===== src/rtl/lvds_deframer_if.sv =====
// Nibble-stream input and decoded-packet output bundle for the LVDS deframer.
// The receive side has no backpressure: nibbles are accepted whenever nv is high.
interface lvds_deframer_if;
  logic [3:0]  d;
  logic        nv;
  logic        l;
  logic [7:0]  addr;
  logic [31:0] data;
  logic        wv;
  logic        err;
  logic [7:0]  err_cnt;

  modport master (output d, nv, l, input addr, data, wv, err, err_cnt);
  modport slave  (input d, nv, l, output addr, data, wv, err, err_cnt);
endinterface


===== src/rtl/lvds_deframer.sv =====
// Deframes 12-nibble packets (addr, data, CRC-8) and publishes good ones; wv/err one cycle after the deciding nibble.
// No backpressure: every nv nibble is consumed, nv=0 freezes all state.
module lvds_deframer #(
  parameter logic [7:0] CRC_INIT = 8'h00
) (
  input  logic            c,
  input  logic            rst_n,
  lvds_deframer_if.slave  rx
);

  localparam logic [2:0] IDLE    = 3'd0;
  localparam logic [2:0] HDR     = 3'd1;
  localparam logic [2:0] BODY    = 3'd2;
  localparam logic [2:0] CRC     = 3'd3;
  localparam logic [2:0] DISCARD = 3'd4;

  function automatic logic [7:0] crc_nib(input logic [7:0] crc_in, input logic [3:0] nib);
    logic [7:0] r;
    logic       fb;
    r = crc_in;
    for (int i = 3; i >= 0; i--) begin
      fb = r[7] ^ nib[i];
      r  = {r[6:0], 1'b0} ^ (fb ? 8'h07 : 8'h00);
    end
    return r;
  endfunction

  // Release is synchronised; assertion still reaches all state immediately.
  logic [1:0] rsync;
  logic       srst_n;

  always_ff @(posedge c or negedge rst_n) begin
    if (!rst_n) rsync <= 2'b00;
    else        rsync <= {rsync[0], 1'b1};
  end

  assign srst_n = rsync[1];

  logic [2:0]  state;
  logic [3:0]  cnt;
  logic [7:0]  crc_q;
  logic [3:0]  crc_hi;
  logic [39:0] sh;
  logic [7:0]  addr_q;
  logic [31:0] data_q;
  logic        wv_q;
  logic        err_q;
  logic [7:0]  err_cnt_q;
  logic        fire_err;
  logic        fire_wv;
  logic        crc_match;

  always_comb begin
    fire_err  = 1'b0;
    fire_wv   = 1'b0;
    crc_match = ({crc_hi, rx.d} == crc_q);
    if (rx.nv) begin
      case (state)
        IDLE, HDR, BODY: fire_err = rx.l;
        CRC: begin
          if (cnt == 4'd10) begin
            fire_err = rx.l;
          end else begin
            fire_err = !rx.l || !crc_match;
            fire_wv  = rx.l && crc_match;
          end
        end
        default: ;
      endcase
    end
  end

  always_ff @(posedge c or negedge srst_n) begin
    if (!srst_n) begin
      state     <= IDLE;
      cnt       <= 4'd0;
      crc_q     <= CRC_INIT;
      crc_hi    <= 4'd0;
      sh        <= 40'd0;
      addr_q    <= 8'h00;
      data_q    <= 32'h0;
      wv_q      <= 1'b0;
      err_q     <= 1'b0;
      err_cnt_q <= 8'h00;
    end else begin
      wv_q  <= fire_wv;
      err_q <= fire_err;
      if (fire_err && err_cnt_q != 8'hFF) err_cnt_q <= err_cnt_q + 8'd1;
      if (fire_wv) begin
        addr_q <= sh[39:32];
        data_q <= sh[31:0];
      end
      if (rx.nv) begin
        case (state)
          IDLE: begin
            if (!rx.l) begin
              sh    <= {36'd0, rx.d};
              crc_q <= crc_nib(CRC_INIT, rx.d);
              cnt   <= 4'd1;
              state <= HDR;
            end
          end
          HDR, BODY: begin
            if (rx.l) begin
              state <= IDLE;
              cnt   <= 4'd0;
              crc_q <= CRC_INIT;
            end else begin
              sh    <= {sh[35:0], rx.d};
              crc_q <= crc_nib(crc_q, rx.d);
              cnt   <= cnt + 4'd1;
              if (state == HDR)      state <= BODY;
              else if (cnt == 4'd9)  state <= CRC;
            end
          end
          CRC: begin
            if (cnt == 4'd10 && !rx.l) begin
              crc_hi <= rx.d;
              cnt    <= 4'd11;
            end else begin
              // Missing last flag on nibble 11 means the frame boundary is lost.
              state <= (cnt == 4'd11 && !rx.l) ? DISCARD : IDLE;
              cnt   <= 4'd0;
              crc_q <= CRC_INIT;
            end
          end
          DISCARD: if (rx.l) state <= IDLE;
          default: state <= IDLE;
        endcase
      end
    end
  end

  assign rx.addr    = addr_q;
  assign rx.data    = data_q;
  assign rx.wv      = wv_q;
  assign rx.err     = err_q;
  assign rx.err_cnt = err_cnt_q;

endmodule


===== src/flat_wrapper.sv =====
// flat-port wrapper written by rule: the top's interface ports become plain ports
module lvds_deframer_flat 
#(
  parameter logic [7:0] CRC_INIT = 8'h00
)
  (c, rst_n, rx_d, rx_nv, rx_l, rx_addr, rx_data, rx_wv, rx_err, rx_err_cnt);
  lvds_deframer_if rx_i ();
  input  logic c;
  input  logic rst_n;
  input wire logic [$bits(rx_i.d)-1:0] rx_d;
  input wire logic [$bits(rx_i.nv)-1:0] rx_nv;
  input wire logic [$bits(rx_i.l)-1:0] rx_l;
  output wire logic [$bits(rx_i.addr)-1:0] rx_addr;
  output wire logic [$bits(rx_i.data)-1:0] rx_data;
  output wire logic [$bits(rx_i.wv)-1:0] rx_wv;
  output wire logic [$bits(rx_i.err)-1:0] rx_err;
  output wire logic [$bits(rx_i.err_cnt)-1:0] rx_err_cnt;
  assign rx_i.d = rx_d;
  assign rx_i.nv = rx_nv;
  assign rx_i.l = rx_l;
  assign rx_addr = rx_i.addr;
  assign rx_data = rx_i.data;
  assign rx_wv = rx_i.wv;
  assign rx_err = rx_i.err;
  assign rx_err_cnt = rx_i.err_cnt;
  lvds_deframer #(.CRC_INIT(CRC_INIT)) u_core (.c(c), .rst_n(rst_n), .rx(rx_i));
endmodule

===== config.mk =====
export PLATFORM = sky130hd
export DESIGN_NAME = lvds_deframer_flat
export DESIGN_NICKNAME = d
export VERILOG_FILES = /design/src/rtl/lvds_deframer_if.sv /design/src/rtl/lvds_deframer.sv /design/src/flat_wrapper.sv
export SDC_FILE = /design/constraint.sdc
export NUM_CORES = 1
export LEC_CHECK = 0
export ABC_AREA = 0
export BUFFER_PORTS_ARGS = -buffer_cell sky130_fd_sc_hd__buf_2
export CAP_MARGIN = 20
export CELL_PAD_IN_SITES_DETAIL_PLACEMENT = 1
export CELL_PAD_IN_SITES_GLOBAL_PLACEMENT = 1
export CORE_UTILIZATION = 42
export CTS_BUF_LIST = sky130_fd_sc_hd__clkbuf_8 sky130_fd_sc_hd__clkbuf_16
export CTS_CLUSTER_SIZE = 30
export DETAILED_ROUTE_END_ITERATION = 8
export PLACE_DENSITY_LB_ADDON = 0.1
export SLEW_MARGIN = 20
export SYNTH_ARGS = -nofsm -noshare
export SYNTH_HDL_FRONTEND = slang
export SYNTH_SLANG_ARGS = --single-unit

===== constraint.sdc =====
create_clock -name c -period 3.6 [get_ports c]
set_clock_uncertainty 0.1 [all_clocks]
set_input_delay 0.72 -clock c [delete_from_list [all_inputs] [get_ports c]]
set_output_delay 0.72 -clock c [all_outputs]
set_load 0.02 [all_outputs]

==> metrics.cfg <==
[timing]
min_period_ns=2.68
finalMaxSlewViolations=0
rsz0062_at_grt=no
fmax_mhz=373
period_share_pct=74.4
worst-slew-pin-transition_ns=0.894
finalWorstSetupSlack_ns=0.922
final_hold_viol_count=0
relSlewSlack_pct=40.4
final.setup.tns_ns=0
setup_viol=0

[clock_tree]
ctsResizeCount=0
clkTransAtPathRegs_ns=0.07
insertion_delay_ns=0.35
hold_buffers=0
post-cts-setup-buffer-count=0
cts_tree=done
cts_buffers=9
cts.htree.levels=3
cts.sinks=111
cts.path.max_buffers=2
cts-root-buf=clkbuf_16

[run_status]
status=finished clean

[synth]
synth.mux.area_fraction_pct=11.7
ys_top_cells_by_count=dfrtp_1 (111), mux2_1 (40), a22o_1 (36), xnor2_1 (19), nor2_1 (12)
ys_async_sr_fraction_pct=100
synth_top_family_by_area=compound AO/OA/AOI/OAI gates
ys_ff_latch=111
ys_top_cells_by_area=dfrtp_1 (58%), mux2_1 (9.4%), a22o_1 (6.6%), xnor2_1 (3.5%), mux2_2 (2.1%)
syn_nets=382
synth.distinct_cells=55
syn_area_mm2=0.00480
avgSynthCellArea_um2=13.0
synthXorXnorAreaFrac_pct=5.58
yosysMostFrequentCell=dfrtp_1
synthAdderAreaFrac_pct=1.04
synth_top_area_cell=dfrtp_1
yosysWarningCount=0
syn_inst=370
yosys.area_share.simple_pct=8.16
synth-seq-area-share_pct=57.9
synth_compound_area_share_pct=11.9
synth_edf_count=0
synth_top_area_share_pct=57.9
synth_ff_type=dfrtp_1

[final_layout]
fill_cells=1158
drive_above_1_share_pct=22.0
nets=430
final_cells=563
design_area_mm2=0.00545
areaGrowthSynthToFinish_pct=13.7
post-route-util_pct=49.7
insertedDiodeCount=0

[drt]
wl_per_cell_um=17.9
wl_um=10100
firstDrtPassIters=4
remaining_drc_errors=0
viasPerCell=5.54
via_count=3121
final_antenna_net_count=0
drtIter0Drc=96

[power]
seq_power_share_pct=47.8
p_sw_share_pct=33.6
p_leak_nw=2.75
p_int_mw=2.28
ir_drop_uv=334
p_switching_mw=1.15
powerDensity_mw_per_mm2=629
clkPwrFrac_pct=27.8
comb_power_share_pct=24.4

[critical_path]
crit_start=u_core.cnt[0]
crit_chain=inv_1, ha_1, and3b_1, nor3_2, nand4_1, nor4_4, buf_4, mux2_1
r2r_start=u_core.cnt[0]
slowest_delay_ns=0.51
arrival_ns=2.79
worstPathRequired_ns=3.72
critical_path_class=reg -> reg
critPathLaunchType=flip-flop
critPathSlowestCell=buf_4
cp-end-kind=flip-flop
critPathMaxFanout=40

[global_route]
grt_pass1_vias=3192
track_usage_pct=18.6
overflow=0
grt_max_degree=67
antenna_found_initial=0
grt_pass1_wl_um=16800

[floorplan]
rows=38
dieArea_mm2=0.0119
ios=58
die_height_um=109
die_x_um=109
start_util_pct=43.7
floorplan.core_area_mm2=0.0110

[placement]
placed_cells_incl_taps=547
pre_cts_slack_ns=0.809
place_area_mm2=0.00516
port_buffers=57
dp_hpwl_um=6700
place_congestion=0.810

[job]
drv_cap=0

[min_path]
hold_class=in -> async

final timing paths:
check / endpoint / slack [ns] / depth (start not counted)
max in group asynchronous: u_core.rx.data[26] / 2.28 / 1
setup / recovery: u_core.rx.data[27] / 0.92 / 8
hold reg to reg: u_core.rsync[1] / 0.25 / 0
min in group c: u_core.rsync[1] / 0.25 / 0
setup reg to reg: u_core.rx.data[27] / 0.92 / 8
hold / removal: u_core.rsync[1] / 0.05 / 1
flip-flops by register name, indices dropped and copies added, names as in the netlist:
name               flops
u_core.cnt             4
u_core.crc_hi          4
u_core.crc_q           8
u_core.rsync           2
u_core.rx.addr         8
u_core.rx.data        32
u_core.rx.err          1
u_core.rx.err_cnt      8
u_core.rx.wv           1
u_core.sh             40
u_core.state           3
worst max-delay path, delay by kind of cell (launching register included):
| kind | cells | cell delay [ns] |
|---|---|---|
| multiplexers | 1 | 0.39 |
| AND/OR/NAND/NOR | 4 | 0.80 |
| buffers and inverters | 2 | 0.60 |
| adder cells (fa/ha/maj) | 1 | 0.23 |
| flip-flops | 1 | 0.43 |
stage by stage:
| step | power, mW | hold WS (ns) |
|---|---|---|
| 2_1_floorplan | 2.28 | 0.231 |
| 3_3_place_gp | 2.48 | 0.237 |
| 3_5_place_dp | 2.51 | 0.240 |
| 4_1_cts | 3.49 | 0.0298 |
| 5_1_grt | 3.65 | 0.0231 |
| 6_report | 3.43 | 0.0458 |
cells in the final DEF, fill, tap and decap left out, types with 3 or more instances in the layout:
| master | instances |
|---|---|
| buf_4 | 3 |
| a22o_1 | 36 |
| nand3_1 | 10 |
| ha_1 | 4 |
| mux2_2 | 9 |
| or3_1 | 3 |
| nand4_1 | 8 |
| and3_1 | 3 |
| xnor2_1 | 19 |
| nor2_1 | 12 |
| clkbuf_16 | 9 |
| nand2_1 | 8 |
| a31oi_1 | 5 |
| mux2_1 | 40 |
| o21ai_1 | 3 |
| dfrtp_1 | 110 |
| inv_6 | 3 |
| o21ai_0 | 6 |
| nor3_1 | 3 |
| buf_2 | 57 |
| a21oi_1 | 11 |
| xor2_1 | 9 |
| inv_1 | 10 |
power by group through the flow:
stage / Combinational [mW] / Sequential (mW) / Clock, mW
2_1_floorplan: 0.648 / 1.63 / 0
4_1_cts: 0.852 / 1.64 / 0.993
3_5_place_dp: 0.848 / 1.67 / 0
5_1_grt: 0.932 / 1.67 / 1.04
6_report: 0.837 / 1.64 / 0.953
3_3_place_gp: 0.819 / 1.66 / 0
kinds of logic after synthesis:
logic type / Yosys count
simple gates: 66
other cells: 1
flops: 111
buf+inv: 33
xor+xnor: 29
compound gates: 76
fa+ha+maj: 4
mux: 50
routing by layer:
layer / share of wire, % / track usage, % / wire length, um / up-vias
met5: 0 / 0 / 0 / -
met4: 1.0 / 6.76 / 104 / 0
met3: 2.1 / 2.57 / 211 / 7
met2: 48 / 29.7 / 4880 / 46
met1: 48 / 25.8 / 4880 / 1631
li1: - / - / - / 1437
area by class of cell:
| cell class | instances | area (um^2) | area share (%) |
|---|---|---|---|
| Clock buffer | 9 | 225 | 4.13 |
| Clock inverter | 7 | 65.1 | 1.19 |
| Inverter | 9 | 33.8 | 0.619 |
| Multi-Input combinational cell | 226 | 1850 | 33.8 |
| Sequential cell | 111 | 2780 | 51.0 |
| Tap cell | 140 | 175 | 3.21 |
| Timing Repair Buffer | 61 | 328 | 6.01 |
Power figures use the tool's default switching activity.
